File: src/rtl/axil_pkg.sv
// ---------------------------------------------------------------------------
// axil_pkg
// Shared definitions for the AXI4-Lite slave front end:
//   - AXI response codes
//   - write / read channel FSM state encodings
//   - is_aligned(): word-alignment test on the two byte-address LSBs
// ---------------------------------------------------------------------------
package axil_pkg;

   localparam logic [1:0] RESP_OKAY   = 2'b00;
   localparam logic [1:0] RESP_SLVERR = 2'b10;

   typedef enum logic [1:0] {
      W_IDLE  = 2'd0,
      W_ISSUE = 2'd1,
      W_WAIT  = 2'd2,
      W_RESP  = 2'd3
   } wr_state_t;

   typedef enum logic [1:0] {
      R_IDLE  = 2'd0,
      R_ISSUE = 2'd1,
      R_WAIT  = 2'd2,
      R_RESP  = 2'd3
   } rd_state_t;

   // 32-bit registers only: any byte offset inside a word is rejected.
   function automatic logic is_aligned(input logic [1:0] addr_lsb);
      return (addr_lsb == 2'b00);
   endfunction

endpackage

File: src/rtl/axil_timeout_ctr.sv
// ---------------------------------------------------------------------------
// axil_timeout_ctr
// 8-bit response watchdog for one channel.
//   i_clk / i_rst_n : clock, asynchronous active-low reset
//   i_clear         : restart the count (asserted with the local strobe)
//   i_enable        : count while waiting for the local return
//   o_expired       : high in the waiting cycle where count == TIMEOUT-1
// ---------------------------------------------------------------------------
module axil_timeout_ctr #(
   parameter int TIMEOUT = 16
) (
   input  logic i_clk,
   input  logic i_rst_n,
   input  logic i_clear,
   input  logic i_enable,
   output logic o_expired
);

   localparam logic [7:0] LIMIT = 8'(TIMEOUT - 1);

   logic [7:0] r_count;

   always_ff @(posedge i_clk or negedge i_rst_n) begin
      if (!i_rst_n)      r_count <= '0;
      else if (i_clear)  r_count <= '0;
      else if (i_enable) r_count <= r_count + 8'd1;
   end

   assign o_expired = i_enable && (r_count == LIMIT);

endmodule

File: src/rtl/axil_slave_port.sv
// ---------------------------------------------------------------------------
// axil_slave_port
// AXI4-Lite slave front end. Each accepted AXI transaction becomes one
// single-cycle local write/read strobe; the local done/error return (or a
// timeout) is turned into the B/R response. Write and read channels are
// fully independent, one outstanding transaction each.
//
// Ports
//   s_axi_aclk, s_axi_aresetn          clock, async active-low reset
//   s_axi_aw*/w*/b*                     AXI write address/data/response
//   s_axi_ar*/r*                        AXI read address/data
//   write, write_addrs/data/strobe      local write strobe + held payload
//   write_done, write_error             local write return
//   read, read_addrs                    local read strobe + held address
//   read_data, read_done, read_error    local read return
// ---------------------------------------------------------------------------
module axil_slave_port
   import axil_pkg::*;
#(
   parameter int ADDR_W  = 5,
   parameter int DATA_W  = 32,
   parameter int TIMEOUT = 16
) (
   input  logic              s_axi_aclk,
   input  logic              s_axi_aresetn,
   // AW / W / B
   input  logic [ADDR_W-1:0] s_axi_awaddr,
   input  logic              s_axi_awvalid,
   output logic              s_axi_awready,
   input  logic [DATA_W-1:0] s_axi_wdata,
   input  logic [3:0]        s_axi_wstrb,
   input  logic              s_axi_wvalid,
   output logic              s_axi_wready,
   output logic [1:0]        s_axi_bresp,
   output logic              s_axi_bvalid,
   input  logic              s_axi_bready,
   // AR / R
   input  logic [ADDR_W-1:0] s_axi_araddr,
   input  logic              s_axi_arvalid,
   output logic              s_axi_arready,
   output logic [DATA_W-1:0] s_axi_rdata,
   output logic [1:0]        s_axi_rresp,
   output logic              s_axi_rvalid,
   input  logic              s_axi_rready,
   // local write side
   output logic              write,
   output logic [ADDR_W-1:0] write_addrs,
   output logic [DATA_W-1:0] write_data,
   output logic [3:0]        write_strobe,
   input  logic              write_done,
   input  logic              write_error,
   // local read side
   output logic              read,
   output logic [ADDR_W-1:0] read_addrs,
   input  logic [DATA_W-1:0] read_data,
   input  logic              read_done,
   input  logic              read_error
);

   // ------------------------------------------------------------------
   // Write channel
   // ------------------------------------------------------------------
   wr_state_t         r_wst, w_wst_nxt;
   logic              r_aw_held, w_aw_held_nxt;
   logic              r_w_held,  w_w_held_nxt;
   logic [ADDR_W-1:0] r_awaddr;
   logic [DATA_W-1:0] r_wdata;
   logic [3:0]        r_wstrb;
   logic              r_awready, r_wready;
   logic [1:0]        r_bresp, w_bresp_nxt;

   logic w_aw_hs, w_w_hs, w_wr_aligned, w_wr_go, w_wr_expired;

   assign w_aw_hs      = s_axi_awvalid && r_awready;
   assign w_w_hs       = s_axi_wvalid  && r_wready;
   assign w_wr_aligned = is_aligned(r_awaddr[1:0]);
   // Strobe only for aligned writes with at least one byte enabled.
   assign w_wr_go      = (r_wst == W_ISSUE) && w_wr_aligned && (r_wstrb != 4'h0);

   always_comb begin
      w_wst_nxt     = r_wst;
      w_bresp_nxt   = r_bresp;
      w_aw_held_nxt = r_aw_held;
      w_w_held_nxt  = r_w_held;
      case (r_wst)
         W_IDLE: begin
            if (w_aw_hs) w_aw_held_nxt = 1'b1;
            if (w_w_hs)  w_w_held_nxt  = 1'b1;
            // Issue as soon as both halves are in, whichever came last.
            if (w_aw_held_nxt && w_w_held_nxt) w_wst_nxt = W_ISSUE;
         end
         W_ISSUE: begin
            w_aw_held_nxt = 1'b0;
            w_w_held_nxt  = 1'b0;
            if (!w_wr_aligned) begin
               w_wst_nxt   = W_RESP;
               w_bresp_nxt = RESP_SLVERR;
            end else if (r_wstrb == 4'h0) begin
               w_wst_nxt   = W_RESP;
               w_bresp_nxt = RESP_OKAY;
            end else begin
               w_wst_nxt   = W_WAIT;
            end
         end
         W_WAIT: begin
            // error outranks done; timeout only matters with no return
            if (write_error) begin
               w_wst_nxt   = W_RESP;
               w_bresp_nxt = RESP_SLVERR;
            end else if (write_done) begin
               w_wst_nxt   = W_RESP;
               w_bresp_nxt = RESP_OKAY;
            end else if (w_wr_expired) begin
               w_wst_nxt   = W_RESP;
               w_bresp_nxt = RESP_SLVERR;
            end
         end
         W_RESP: begin
            if (s_axi_bready) w_wst_nxt = W_IDLE;
         end
         default: w_wst_nxt = W_IDLE;
      endcase
   end

   always_ff @(posedge s_axi_aclk or negedge s_axi_aresetn) begin
      if (!s_axi_aresetn) begin
         r_wst     <= W_IDLE;
         r_aw_held <= 1'b0;
         r_w_held  <= 1'b0;
         r_awaddr  <= '0;
         r_wdata   <= '0;
         r_wstrb   <= '0;
         r_awready <= 1'b0;
         r_wready  <= 1'b0;
         r_bresp   <= RESP_OKAY;
      end else begin
         r_wst     <= w_wst_nxt;
         r_aw_held <= w_aw_held_nxt;
         r_w_held  <= w_w_held_nxt;
         r_bresp   <= w_bresp_nxt;
         if (w_aw_hs) r_awaddr <= s_axi_awaddr;
         if (w_w_hs) begin
            r_wdata <= s_axi_wdata;
            r_wstrb <= s_axi_wstrb;
         end
         // Registered readies: computed from the next state so they drop
         // the cycle after capture and reappear on return to idle.
         r_awready <= (w_wst_nxt == W_IDLE) && !w_aw_held_nxt;
         r_wready  <= (w_wst_nxt == W_IDLE) && !w_w_held_nxt;
      end
   end

   axil_timeout_ctr #(.TIMEOUT(TIMEOUT)) u_wr_tmo (
      .i_clk     (s_axi_aclk),
      .i_rst_n   (s_axi_aresetn),
      .i_clear   (w_wr_go),
      .i_enable  (r_wst == W_WAIT),
      .o_expired (w_wr_expired)
   );

   assign s_axi_awready = r_awready;
   assign s_axi_wready  = r_wready;
   assign s_axi_bvalid  = (r_wst == W_RESP);
   assign s_axi_bresp   = r_bresp;
   assign write         = w_wr_go;
   assign write_addrs   = r_awaddr;
   assign write_data    = r_wdata;
   assign write_strobe  = r_wstrb;

   // ------------------------------------------------------------------
   // Read channel
   // ------------------------------------------------------------------
   rd_state_t         r_rst, w_rst_nxt;
   logic [ADDR_W-1:0] r_araddr;
   logic              r_arready;
   logic [DATA_W-1:0] r_rdata, w_rdata_nxt;
   logic [1:0]        r_rresp, w_rresp_nxt;

   logic w_ar_hs, w_rd_aligned, w_rd_go, w_rd_expired;

   assign w_ar_hs      = s_axi_arvalid && r_arready;
   assign w_rd_aligned = is_aligned(r_araddr[1:0]);
   assign w_rd_go      = (r_rst == R_ISSUE) && w_rd_aligned;

   always_comb begin
      w_rst_nxt   = r_rst;
      w_rdata_nxt = r_rdata;
      w_rresp_nxt = r_rresp;
      case (r_rst)
         R_IDLE: begin
            if (w_ar_hs) w_rst_nxt = R_ISSUE;
         end
         R_ISSUE: begin
            if (!w_rd_aligned) begin
               w_rst_nxt   = R_RESP;
               w_rresp_nxt = RESP_SLVERR;
               w_rdata_nxt = '0;
            end else begin
               w_rst_nxt   = R_WAIT;
            end
         end
         R_WAIT: begin
            if (read_error || (!read_done && w_rd_expired)) begin
               w_rst_nxt   = R_RESP;
               w_rresp_nxt = RESP_SLVERR;
               w_rdata_nxt = '0;
            end else if (read_done) begin
               w_rst_nxt   = R_RESP;
               w_rresp_nxt = RESP_OKAY;
               w_rdata_nxt = read_data;
            end
         end
         R_RESP: begin
            if (s_axi_rready) w_rst_nxt = R_IDLE;
         end
         default: w_rst_nxt = R_IDLE;
      endcase
   end

   always_ff @(posedge s_axi_aclk or negedge s_axi_aresetn) begin
      if (!s_axi_aresetn) begin
         r_rst     <= R_IDLE;
         r_araddr  <= '0;
         r_arready <= 1'b0;
         r_rdata   <= '0;
         r_rresp   <= RESP_OKAY;
      end else begin
         r_rst     <= w_rst_nxt;
         r_rdata   <= w_rdata_nxt;
         r_rresp   <= w_rresp_nxt;
         if (w_ar_hs) r_araddr <= s_axi_araddr;
         r_arready <= (w_rst_nxt == R_IDLE);
      end
   end

   axil_timeout_ctr #(.TIMEOUT(TIMEOUT)) u_rd_tmo (
      .i_clk     (s_axi_aclk),
      .i_rst_n   (s_axi_aresetn),
      .i_clear   (w_rd_go),
      .i_enable  (r_rst == R_WAIT),
      .o_expired (w_rd_expired)
   );

   assign s_axi_arready = r_arready;
   assign s_axi_rvalid  = (r_rst == R_RESP);
   assign s_axi_rresp   = r_rresp;
   assign s_axi_rdata   = r_rdata;
   assign read          = w_rd_go;
   assign read_addrs    = r_araddr;

endmodule
File: config.mk
export PLATFORM = sky130hd
export DESIGN_NAME = axil_slave_port
export DESIGN_NICKNAME = d
export VERILOG_FILES = /design/src/rtl/axil_pkg.sv /design/src/rtl/axil_timeout_ctr.sv /design/src/rtl/axil_slave_port.sv
export SDC_FILE = /design/constraint.sdc
export NUM_CORES = 1
export LEC_CHECK = 0
export ABC_AREA = 1
export BUFFER_PORTS_ARGS = -buffer_cell sky130_fd_sc_hd__buf_2
export CAP_MARGIN = 20
export CORE_MARGIN = 5
export CORE_UTILIZATION = 53
export DETAILED_ROUTE_END_ITERATION = 10
export PLACE_DENSITY = 0.86
export SLEW_MARGIN = 20
export SYNTH_ARGS = -nofsm -noshare
export SYNTH_HDL_FRONTEND = slang
export SYNTH_SLANG_ARGS = --single-unit
File: constraint.sdc
create_clock -name s_axi_aclk -period 2.86 [get_ports s_axi_aclk]
set_clock_uncertainty 0.2 [all_clocks]
set_input_delay 0 -clock s_axi_aclk [delete_from_list [all_inputs] [get_ports s_axi_aclk]]
set_output_delay 0 -clock s_axi_aclk [all_outputs]
set_load 0.02 [all_outputs]
### Word-level counts from Yosys, hierarchy flattened

Cells that the tools add are included.
Widths: inputs -> output; s select.

| cells by class | value |
|---|---|
| $add $sub $neg | 2 |
| equal/unequal tests | 12 |
| muxes and demuxes | 38 |
| reductions and logical operators | 30 |

Operators with widths:

| kind | count |
|---|---|
| $mux 32 | 3 |
| $pmux 32 s2 | 1 |
| $mux 2 | 17 |
| $mux 8 | 4 |
| $add 8x1->8 const B | 2 |
| $eq 8x4->1 const B | 2 |
| $pmux 2 s4 | 2 |
| $logic_and 1x1->1 | 12 |
| $logic_not 2->1 | 6 |
| $eq 2x2->1 const B | 4 |
| $pmux 2 s2 | 2 |
| $reduce_bool 2->1 | 4 |
| $mux 1 | 7 |
| $reduce_and 3->1 | 2 |
| $eq 2x1->1 const B | 2 |
| $logic_not 4->1 | 1 |
| $ne 4x4->1 const B | 1 |
| $pmux 1 s2 | 2 |
| $reduce_bool 4->1 | 1 |
| $logic_not 1->1 | 3 |
| $ne 3x2->1 const B | 1 |
| $ne 3x3->1 const B | 1 |
| $ne 2x2->1 const B | 1 |
| $logic_or 1x1->1 | 1 |

| word-level totals | value |
|---|---|
| flip-flop bits (word level) | 107 |
| input port bits | 89 |
| output and inout bits | 89 |
| logic and storage cells | 98 |

### Longest topological paths before layout

Gate-level depths: netlist of run 1.

| depth | value |
|---|---|
| depth after elaboration | 8 |
| gate-level depth with buffers | 10 |
| depth with buffers taken out | 10 |

### Hierarchy

From an unflattened synthesis of run 1, not the netlist that was laid out.

| unflattened totals | value |
|---|---|
| cell total of the unflattened synthesis | 521 |
| area total of the unflattened synthesis | 4584.4 um^2 |

Modules (own cells, without submodules):

| module | instances | cells each | area each (um^2) | seq. area each (um^2) |
|---|---|---|---|---|
| axil_slave_port | 1 | 409 | 3726.1 | 2227.1 |
| axil_timeout_ctr | 2 | 56 | 429.2 | 200.2 |

### Worst setup path after synthesis of run 1

Ideal clock, no wire load.

| timing | value |
|---|---|
| path kind | register -> register |
| start point | register r_wst[0] |
| end point | register u_wr_tmo.r_count[7] |
| setup time | 120 ps |
| data arrival time | 1409 ps |
| data required time | 2540 ps |
| path slack | 1131 ps |
| stages on the path, launching flop included | 10 |
| buffers on the path | 1 |
| clock period less this slack | 1729 ps |
| cells stage by stage | dfrtp_1 > inv_1 > ha_1 > buf_2 > nand2_1 > nor2_1 > nand3_1 > nor3_1 > and2_1 > nor2_1 |

| on the way | value |
|---|---|
| cells in the longest elaborated chain, start to end | 4 |

Ends and longest elaborated chain:

| item | RTL line | RTL |
|---|---|---|
| start: declaration | axil_slave_port.sv:63 | `wr_state_t r_wst, w_wst_nxt;` |
| start signal: assignment | axil_slave_port.sv:137 | `r_wst <= w_wst_nxt;` |
| $eq 2x1->1 | axil_slave_port.sv:78 | `assign w_wr_go = (r_wst == W_ISSUE) && w_wr_aligned && (r_wstrb != 4'h0);` |
| $logic_and 1x1->1 (2 in series) | axil_slave_port.sv:78 |  |
| $mux 8 / $reduce_bool 2->1 (equally long branches) | - |  |
| end signal: assignment | axil_timeout_ctr.sv:26 | `else if (i_enable) r_count <= r_count + 8'd1;` |
| end: declaration | axil_timeout_ctr.sv:21 | `logic [7:0] r_count;` |

Several ways; a longest one is shown, not always the timed one.
A chain may end at the register's enable or synchronous reset.

### Worst setup path in the final report of run 1

| timing | value |
|---|---|
| start point | register r_wst[0] |
| end point | register r_bresp[1], in the netlist s_axi_bresp[1] |

| on the way | value |
|---|---|
| cells in the longest elaborated chain, start to end | 4 |

Ends and longest elaborated chain:

| item | RTL line | RTL |
|---|---|---|
| $eq 2x2->1 | axil_slave_port.sv:85, axil_slave_port.sv:157 |  |
| $logic_and 1x1->1 | axil_timeout_ctr.sv:29 | `assign o_expired = i_enable && (r_count == LIMIT);` |
| $ne 4x4->1 (no source line) | - |  |
| $reduce_and 3->1 (no source line) | - |  |
| end signal: assignment | axil_slave_port.sv:140 | `r_bresp <= w_bresp_nxt;` |
| end: declaration | axil_slave_port.sv:70 | `logic [1:0] r_bresp, w_bresp_nxt;` |

Several ways; a longest one is shown, not always the timed one.

==> flow_metrics.env, run 1 <==
export IMPL_ys_async_sr_fraction_pct=100
export IMPL_met2_usage_pct=49.8
export IMPL_die_y_um=103
export IMPL_synth_compound_area_share_pct=7.11
export IMPL_first_pass_iters=5
export IMPL_grt_total_usage_pct=26.9
export IMPL_fp_dieW_um=103
export IMPL_drc=0
export IMPL_layout_drive_gt1_share_pct=35.4
export IMPL_grt_pass1_vias=4655
export IMPL_cts_made_buffers=9
export IMPL_wire_per_inst_um=17.2
export IMPL_clock_latency_ps=360
export IMPL_worstMarginPinSlew_ps=696
export IMPL_yosysSeqAreaShare_pct=57.2
export IMPL_clockRootBuffer="clkbuf_8"
export IMPL_slowest_stage="dlygate4sd3_1"
export IMPL_setup_tns_ps=0
export IMPL_grt_use_met3_pct=6.43
export IMPL_max_freq_mhz=370
export IMPL_vias_per_cell=5.30
export IMPL_finalMaxSlewViolations=0
export IMPL_grt_max_degree=81
export IMPL_crit_required_ps=2950
export IMPL_finalHoldViolations=0
export IMPL_final_seq_area_mm2=0.00263
export IMPL_syn_inst=442
export IMPL_fp_row_count=34
export IMPL_netlist_area_mm2=0.00459
export IMPL_p_leak_nw=3.37
export IMPL_cts_sinks=105
export IMPL_initial_utilization_pct=53.5
export IMPL_ys_ff_latch=105
export IMPL_post_cts_buffers=0
export IMPL_clk_pin_slew_worst_paths_ps=100
export IMPL_slew_headroom_pct=53.6
export IMPL_yosysWarnings=0
export IMPL_ant_nets=0
export IMPL_grt_pass1_wl_um=22400
export IMPL_busiest_layer="met2"
export IMPL_crit_path_start_kind="flip-flop"
export IMPL_endpoint_kind="flip-flop"
export IMPL_gp_congestion=0.866
export IMPL_yosysUniqueCellTypes=32
export IMPL_cts_max_level=3
export IMPL_drtIter0Drc=125
export IMPL_synth_adder_area_share_pct=1.63
export IMPL_vdd_ir_drop_max_v=0.000741
export IMPL_fp_dieArea_mm2=0.0106
export IMPL_nets=804
export IMPL_setup_violations=0
export IMPL_crit_type="flip-flop to flip-flop"
export IMPL_holdWs_ps=17.0
export IMPL_critPathMaxStageDelay_ps=570
export IMPL_power_density_mw_per_mm2=1040
export IMPL_numPortBuffers=175
export IMPL_cap_violations=0
export IMPL_synthMuxAreaShare_pct=11.3
export IMPL_fin_crit_sh_pct=94.4
export IMPL_hp_class="primary input to flip-flop"
export IMPL_synth_edff_count=0
export IMPL_cts_buffer_depth=2
export IMPL_synth_flop_cell="dfrtp_1"
export IMPL_path_cells="inv_1 > ha_2 > inv_1 > a21oi_1 > dlygate4sd3_1 > nor2_1 > o21ai_0 > dlygate4sd3_1"
export IMPL_fillerInstances=491
export IMPL_wl_um=14100
export IMPL_vias=4366
export IMPL_status="finished clean"
export IMPL_path_buf_inv=4
export IMPL_cts_tree="done"
export IMPL_synth_simple_gate_area_share_pct=16.7
export IMPL_grt_overflow_total=0
export IMPL_cp_max_fo=8
export IMPL_antenna_found_initial=0
export IMPL_worstPathArrival_ps=2790
export IMPL_rsz0062_at_grt="false"
export IMPL_ios=178
export IMPL_area_delta_synth_final_pct=45.4
export IMPL_core_mm2=0.00859
export IMPL_dp_hpwl_um=8130
export IMPL_period_needed_ps=2700
export IMPL_multi_input_area_mm2=0.00171
export IMPL_synthXorXnorAreaFrac_pct=0.381
export IMPL_path_delay_family="buffers and inverters"
export IMPL_met1_usage_pct=29.6
export IMPL_synth_top_family_by_area="simple AND/OR/NAND/NOR gates"
export IMPL_syn_area_per_cell_um2=10.4
## layout make-up
| cell class | instances | area share (%) |
|---|---|---|
| diodes | 1 | 0.0375 |
| clock buffers | 10 | 1.91 |
| clock inverters | 6 | 0.637 |
| inverters | 32 | 1.80 |
| multi-input cells | 283 | 25.7 |
| flip-flops and latches | 105 | 39.3 |
| well taps | 108 | 2.02 |
| repair buffers | 278 | 28.6 |
## stage by stage
step	util [%]	instances	area, µm²	setup slack [ps]	power, mW
final	77.7	823	6680	159	6.92
after global placement	64.4	709	5530	803	5.57
after floorplan	-	443	4600	1130	4.71
after global routing	77.7	822	6680	28.9	7.36
after detailed placement	64.4	709	5530	686	5.72
after CTS	77.6	822	6670	185	6.79
## sequential cells by signal (all words and copies together) (netlist names), 2 cells and up
| register | flops |
|---|---|
| r_rst | 2 |
| r_wst | 2 |
| read_addrs | 5 |
| s_axi_rdata | 32 |
| u_rd_tmo.r_count | 8 |
| u_wr_tmo.r_count | 8 |
| write_addrs | 5 |
| write_data | 32 |
| write_strobe | 4 |
## final timing paths
check	endpoint	start	slack (ps)	cells past startpoint
max	s_axi_bresp[1]	r_wst[0]	160	8
min	r_aw_held	s_axi_awvalid	20	5
max reg2reg	s_axi_bresp[1]	r_wst[0]	160	8
min reg2reg	s_axi_rdata[31]	s_axi_rdata[31]	290	2
max in group asynchronous	write_data[18]	s_axi_aresetn	1730	3
min in group asynchronous	write_data[5]	s_axi_aresetn	50	2
## cells in the final DEF (no fill, tap or decap), types with 9 or more instances in the layout
cell type and n:
a21oi_1 11, buf_2 174, clkbuf_8 9, dfrtp_1 105
dlygate4sd3_1 97, inv_1 30, mux2_2 46, nand2_1 78
nand3_1 14, nand4_1 34, nor2_1 28, o21ai_0 16
o21ai_1 27
## worst register-to-register path: stages, from the launching register on
cell and delay (ps):
dfrtp_1 430, inv_1 150, ha_2 270, inv_1 130
a21oi_1 150, dlygate4sd3_1 570, nor2_1 50, o21ai_0 130
dlygate4sd3_1 570
## where the power goes
part / switching, mW / internal [mW]
clock: 0.517 / 0.321
combinational: 2.14 / 1.37
sequential: 0.432 / 2.15
total: 3.09 / 3.84
## layer usage
layer,up-vias,share of wire (%)
met5,-,0
met4,0,2.5
met3,34,8.1
met2,221,54
met1,2088,36
li1,2023,-
## logic make-up after synthesis
kind of cell / Yosys count
flip-flops: 105
AND/OR/NAND/NOR: 166
AO/OA/AOI/OAI: 61
multiplexers: 46
other: 1
XOR/XNOR: 2
adder cells (fa/ha/maj): 6
buffers and inverters: 55
## cell usage after synthesis, types with 2 or more instances
cell type / number / area share [%]
inv_1: 30 / 2.5
nor2_1: 28 / 2.3
nand4_1: 34 / 4.6
o21ai_1: 27 / 2.9
mux2_2: 46 / 11
nand2_2: 4 / 0.54
clkbuf_2: 2 / 0.22
dfrtp_1: 105 / 57
o21ai_0: 16 / 1.7
xor2_1: 2 / 0.38
a21oi_1: 11 / 1.2
buf_2: 10 / 1.1
buf_4: 4 / 0.65
nand2_1: 78 / 6.4
nand3_1: 14 / 1.5
clkbuf_1: 4 / 0.33
nor3_1: 3 / 0.33
ha_1: 6 / 1.6
o21ai_2: 3 / 0.57
buf_6: 3 / 0.74
## what timing repair did
item / CTS / global route
endpoints found under the hold margin: 164 / 0
hold buffers: 97 / 0
gates resized for setup: 0 / 1
endpoints found under the setup margin: 0 / 1
Note: power is estimated with default switching activity, not from simulation.
==> run 2: changes to the inputs <==
CORE_UTILIZATION = 54   (was 53)
CTS_BUF_LIST = sky130_fd_sc_hd__clkbuf_4 sky130_fd_sc_hd__clkbuf_8   (was unset)
PLACE_DENSITY = 0.87   (was 0.86)
==> run 2 against run 1 <==
  * The flow now finishes with violations (hold timing)
  * Register-to-register slack worse by 95 ps
  * Sequential power is essentially flat
  * Via count increased by 0.87%
  * Global-route usage rose by 0.35 points
  * Core utilization up 3.4 points
  * Fmax shrank 3.4%
==> flow_metrics.env, run 2 (synthesis gave the netlist of run 1 again) <==
export IMPL_vias=4404
export IMPL_grt_overflow_total=0
export IMPL_crit_path_start_kind="flip-flop"
export IMPL_clk_pin_slew_worst_paths_ps=90
export IMPL_cts_sinks=105
export IMPL_cts_max_level=3
export IMPL_drtIter0Drc=135
export IMPL_grt_pass1_wl_um=22400
export IMPL_fp_dieW_um=102
export IMPL_failed_checks="hold timing"
export IMPL_final_cell_mix="buf_2, dfrtp_1, dlygate4sd3_1"
export IMPL_grt_pass1_vias=4685
export IMPL_wire_per_inst_um=17.5
export IMPL_nets=802
export IMPL_max_freq_mhz=358
export IMPL_worstPathArrival_ps=2880
export IMPL_ant_nets=0
export IMPL_antenna_cells=0
export IMPL_clockRootBuffer="clkbuf_8"
export IMPL_die_y_um=102
export IMPL_final_core_util_pct=81.2
export IMPL_post_cts_buffers=0
export IMPL_worstMarginPinSlew_ps=674
export IMPL_slew_headroom_pct=55.0
export IMPL_p_leak_nw=3.39
export IMPL_period_needed_ps=2800
export IMPL_setup_tns_ps=0
export IMPL_cts_tree="done"
export IMPL_holdWs_ps=-0.783
export IMPL_hp_class="primary input to flip-flop"
export IMPL_final_common_cell="buf_2"
export IMPL_vdd_ir_drop_max_v=0.000748
export IMPL_core_mm2=0.00826
export IMPL_cp_max_fo=8
export IMPL_setup_violations=0
export IMPL_endpoint_kind="flip-flop"
export IMPL_fp_dieArea_mm2=0.0105
export IMPL_status="complete, but fails checks"
export IMPL_dp_cells=706
export IMPL_cap_violations=0
export IMPL_fp_row_count=33
export IMPL_first_pass_iters=5
export IMPL_antenna_found_initial=0
export IMPL_dp_hpwl_um=8500
export IMPL_gp_congestion=0.847
export IMPL_crit_required_ps=2940
export IMPL_dp_slack_ps=713
export IMPL_setup_slack_ps=63.8
export IMPL_fillerInstances=459
export IMPL_finalHoldViolations=1
export IMPL_design_power_total_mw=7.07
export IMPL_cts_made_buffers=9
export IMPL_clock_latency_ps=350
export IMPL_wl_um=14300
export IMPL_power_density_mw_per_mm2=1060
export IMPL_area_delta_synth_final_pct=45.9
export IMPL_numPortBuffers=175
export IMPL_drc=0
export IMPL_crit_type="flip-flop to flip-flop"
export IMPL_fin_crit_sh_pct=97.8
export IMPL_ios=178
export IMPL_grt_max_degree=54
export IMPL_layout_drive_gt1_share_pct=35.7
export IMPL_grt_total_usage_pct=27.2
export IMPL_final_instance_count_excl_fill=817
export IMPL_cts_buffer_depth=2
export IMPL_finalMaxSlewViolations=0
export IMPL_vias_per_cell=5.39
export IMPL_initial_utilization_pct=55.6
==> run 2: cell count changes in the layout (fill, tap and decap cells not counted) <==
cell / delta
buf_6: -1
ha_2: -1
bufinv_16: +1
diode_2: -1
inv_6: +1
clkinv_4: +1
ha_4: +1
clkinvlp_4: -2
buf_12: +1
dlygate4sd3_1: -2
clkbuf_1: -1
==> run 2: where the power goes <==
group	switching (mW)	total, mW	leakage (nW)	internal [mW]
Combinational	2.20	3.56	1.95	1.36
Clock	0.521	0.935	0.104	0.414
Sequential	0.432	2.58	1.33	2.15
Total	3.15	7.07	3.39	3.92
==> run 2: routing by layer <==
| layer | global-route usage [%] | wire length [µm] | up-vias |
|---|---|---|---|
| met3 | 5.80 | 1180 | 43 |
| met1 | 31.2 | 5260 | 2108 |
| li1 | - | - | 2024 |
| met5 | 0 | 0 | - |
| met2 | 50.4 | 7510 | 229 |
| met4 | 8.98 | 321 | 0 |
==> run 2: worst paths after layout <==
| path | start | to | slack (ps) | cells after the start |
|---|---|---|---|---|
| min | s_axi_awvalid | write_addrs[4] | -0.8 | 3 |
| max in group asynchronous | s_axi_aresetn | r_rst[0] | 1720 | 3 |
| max | r_wst[0] | s_axi_bresp[1] | 60 | 8 |
| min in group asynchronous | s_axi_aresetn | write_data[3] | 20 | 2 |
| min reg2reg | s_axi_rdata[3] | s_axi_rdata[3] | 300 | 2 |
| max reg2reg | r_wst[0] | s_axi_bresp[1] | 60 | 8 |
==> run 2: layout make-up <==
cell class | instances | area, µm² | share of cell area [%]
inverter | 32 | 120 | 1.79
sequential | 105 | 2630 | 39.2
multi-input combinational | 283 | 1720 | 25.7
clock buffer | 9 | 124 | 1.85
clock inverter | 7 | 75.1 | 1.12
tap | 105 | 131 | 1.96
timing repair buffer | 276 | 1900 | 28.3
==> run 2: what timing repair did <==
action | in CTS | in global routing
setup endpoints to repair | 0 | 1
hold endpoints to repair | 166 | 0
resized for setup | 0 | 2
hold buffers | 95 | 0
==> run 2: per-stage QoR <==
stage               hold WS (ps)  instance area [µm²]
global route                4.07                 6700
finish                    -0.783                 6700
CTS                         5.38                 6690
floorplan                   -496                 4600
detailed placement          -122                 5540
global placement            -134                 5540
==> run 2: critical path: stages (launching register included) <==
cell,delay [ps]
dfrtp_1,420
inv_1,210
ha_4,230
inv_1,120
a21oi_1,150
dlygate4sd3_1,570
nor2_1,50
o21ai_0,210
dlygate4sd3_1,590
==> run 3: changes to the inputs <==
ABC_AREA = unset   (was 1)
CORE_UTILIZATION = 53   (was 54)
REMOVE_ABC_BUFFERS = 1   (was unset)
SKIP_CTS_REPAIR_TIMING = 1   (was unset)
==> run 3 against run 2 <==
  * Synthesized cell count shrank 29%
  * Clock power shrank 1%
  * The flow still finishes with violations (hold timing)
  * Die area shrank 3.8%
  * Sequential power grew 2%
  * Global-route usage shrank 7.6 points
  * Largest cell class unchanged
  * Critical path type unchanged
  * Combinational power shrank 11%
  * Flip-flop and latch count is the same
==> flow_metrics.env, run 3 <==
export IMPL_core_mm2=0.00809
export IMPL_max_freq_mhz=386
export IMPL_wl_um=12700
export IMPL_final_cell_mix="buf_2, dfrtp_1, dlygate4sd3_1"
export IMPL_reg2reg_slack_ps=270
export IMPL_gp_congestion=0.885
export IMPL_final_common_cell="buf_2"
export IMPL_nets=688
export IMPL_cts_buffer_depth=2
export IMPL_worstMarginPinSlew_ps=853
export IMPL_yosysWarnings=0
export IMPL_vias=3726
export IMPL_worstPathArrival_ps=2670
export IMPL_grt_total_usage_pct=19.7
export IMPL_ant_nets=0
export IMPL_ys_ff_latch=105
export IMPL_p_leak_nw=3.26
export IMPL_synth_area_leaders="dfrtp_1, mux2_2, a22o_1, ha_1, nand2_1"
export IMPL_path_cells="ha_1 > and2_1 > nand4_1 > o211a_2 > a22o_1 > dlygate4sd3_1"
export IMPL_wire_per_inst_um=18.1
export IMPL_setup_violations=0
export IMPL_slowest_stage="o211a_2"
export IMPL_slew_headroom_pct=42.9
export IMPL_netlist_area_mm2=0.00432
export IMPL_clk_pin_slew_worst_paths_ps=90
export IMPL_design_area_mm2=0.00648
export IMPL_clockRootBuffer="clkbuf_8"
export IMPL_setup_tns_ps=0
export IMPL_ys_async_sr_fraction_pct=100
export IMPL_cts_max_level=3
export IMPL_grt_pass1_vias=3375
export IMPL_antenna_cells=0
export IMPL_grt_pass1_wl_um=15900
export IMPL_cap_violations=0
export IMPL_dpl_cell_area_mm2=0.00528
export IMPL_vdd_ir_drop_max_v=0.000675
export IMPL_ios=178
export IMPL_design_power_total_mw=6.71
export IMPL_fillerInstances=473
export IMPL_vias_per_cell=5.30
export IMPL_crit_required_ps=2940
export IMPL_endpoint_kind="flip-flop"
export IMPL_status="complete, but fails checks"
export IMPL_synth_edff_count=0
export IMPL_cts_made_buffers=9
export IMPL_antenna_found_initial=0
export IMPL_drc=0
export IMPL_period_needed_ps=2590
export IMPL_crit_type="flip-flop to flip-flop"
export IMPL_hp_class="primary input to flip-flop"
export IMPL_initial_utilization_pct=53.4
export IMPL_critPathMaxStageDelay_ps=650
export IMPL_r2r_cells=6
export IMPL_layout_drive_gt1_share_pct=41.6
export IMPL_hold_end="r_rst[0]"
export IMPL_fp_row_count=33
export IMPL_holdWs_ps=-1.99
export IMPL_clock_latency_ps=340
export IMPL_hold_path_depth=4
export IMPL_rsz0062_at_grt="false"
export IMPL_area_delta_synth_final_pct=50.1
export IMPL_die_y_um=100
export IMPL_synth_common_cells="dfrtp_1, mux2_2, a22o_1"
export IMPL_synth_top_cell_area_share_pct=60.9
export IMPL_cp_max_fo=33
export IMPL_fin_crit_sh_pct=90.6
export IMPL_hp_start="read_done"
export IMPL_fp_dieArea_mm2=0.0101
export IMPL_dp_hpwl_um=7390
export IMPL_yosysSeqAreaShare_pct=60.9
export IMPL_first_pass_iters=4
export IMPL_grt_overflow_total=0
export IMPL_numPortBuffers=175
export IMPL_fp_dieW_um=100
export IMPL_yosysMostFrequentCell="dfrtp_1"
export IMPL_synth_flop_cell="dfrtp_1"
export IMPL_synth_top_area_cell="dfrtp_1"
export IMPL_r2r_start="u_rd_tmo.r_count[0]"
export IMPL_yosysUniqueCellTypes=46
export IMPL_regToRegEndpoint="s_axi_rdata[27]"
export IMPL_cts_tree="done"
export IMPL_cts_sinks=105
export IMPL_grt_max_degree=65
export IMPL_crit_path_start_kind="flip-flop"
export IMPL_power_density_mw_per_mm2=1040
export IMPL_syn_area_per_cell_um2=13.7
export IMPL_failed_checks="hold timing"
export IMPL_drtIter0Drc=96
export IMPL_finalMaxSlewViolations=0
export IMPL_syn_inst=316
export IMPL_finalHoldViolations=1
## run 3: cell count changes after synthesis, sizes merged, moves of 6 or more
cell    previous run  this run
nand2             82        15
nand3             15         5
a22o               1        33
nor2              28        15
nand4             34         3
inv               31         7
clkbuf             6         0
o21ai             46         9
## run 3: area by class of cell
class / count / area, µm² / share of cell area (%)
tap: 105 / 131 / 2.03
inverter: 7 / 26.3 / 0.405
sequential: 105 / 2630 / 40.5
multi-input combinational: 192 / 1580 / 24.4
clock buffer: 11 / 139 / 2.14
timing repair buffer: 278 / 1910 / 29.5
clock inverter: 5 / 63.8 / 0.985
## run 3: per-stage QoR
stage | worst slack (ps) | hold slack [ps] | instances | util [%]
3_5_place_dp | 794 | -186 | 587 | 65.2
4_1_cts | 776 | -578 | 603 | 67.7
2_1_floorplan | 657 | -496 | 304 | -
5_1_grt | 116 | 51.7 | 703 | 80.1
6_report | 270 | -1.99 | 703 | 80.1
3_3_place_gp | 875 | -201 | 587 | 65.2
## run 3: how the worst max path moves through the flow
stage | slack, ps | end | startpoint
2_1_floorplan | 660 | s_axi_rdata[0] | r_rst[0]
3_3_place_gp | 880 | s_axi_rresp[1] | u_rd_tmo.r_count[0]
3_5_place_dp | 790 | s_axi_rresp[1] | u_rd_tmo.r_count[0]
4_1_cts | 780 | s_axi_rresp[1] | u_rd_tmo.r_count[0]
5_1_grt | 120 | s_axi_rdata[27] | u_rd_tmo.r_count[0]
6_report | 270 | s_axi_rdata[27] | u_rd_tmo.r_count[0]
## run 3: kinds of logic after synthesis
logic type      share of synthesized area, %
other cells                           0.0868
xor+xnor                                1.42
mux                                     13.0
flops                                   60.9
simple gates                            9.01
fa+ha+maj                               1.74
compound gates                          11.0
buf+inv                                 2.81
## run 3: worst max-delay path: cells and delay by family (launching register included)
| family | cells | cell delay (ps) |
|---|---|---|
| buffers and inverters | 1 | 540 |
| flip-flops | 1 | 410 |
| adder cells (fa/ha/maj) | 1 | 230 |
| AND/OR/NAND/NOR | 2 | 290 |
| AO/OA/AOI/OAI | 2 | 870 |
## run 3: report_power, final
group	switching (mW)	leakage [nW]	internal [mW]
Sequential	0.496	1.32	2.13
Clock	0.489	0.101	0.432
Combinational	1.79	1.84	1.37
Total	2.78	3.26	3.94
## run 3: layer usage
metal | vias to the layer above | global-route usage (%) | share of wire, %
met4 | 0 | 6.42 | 2.2
met2 | 145 | 33.5 | 55
met1 | 1855 | 24.2 | 37
met3 | 26 | 5.56 | 5.6
li1 | 1700 | - | -
met5 | - | 0 | 0
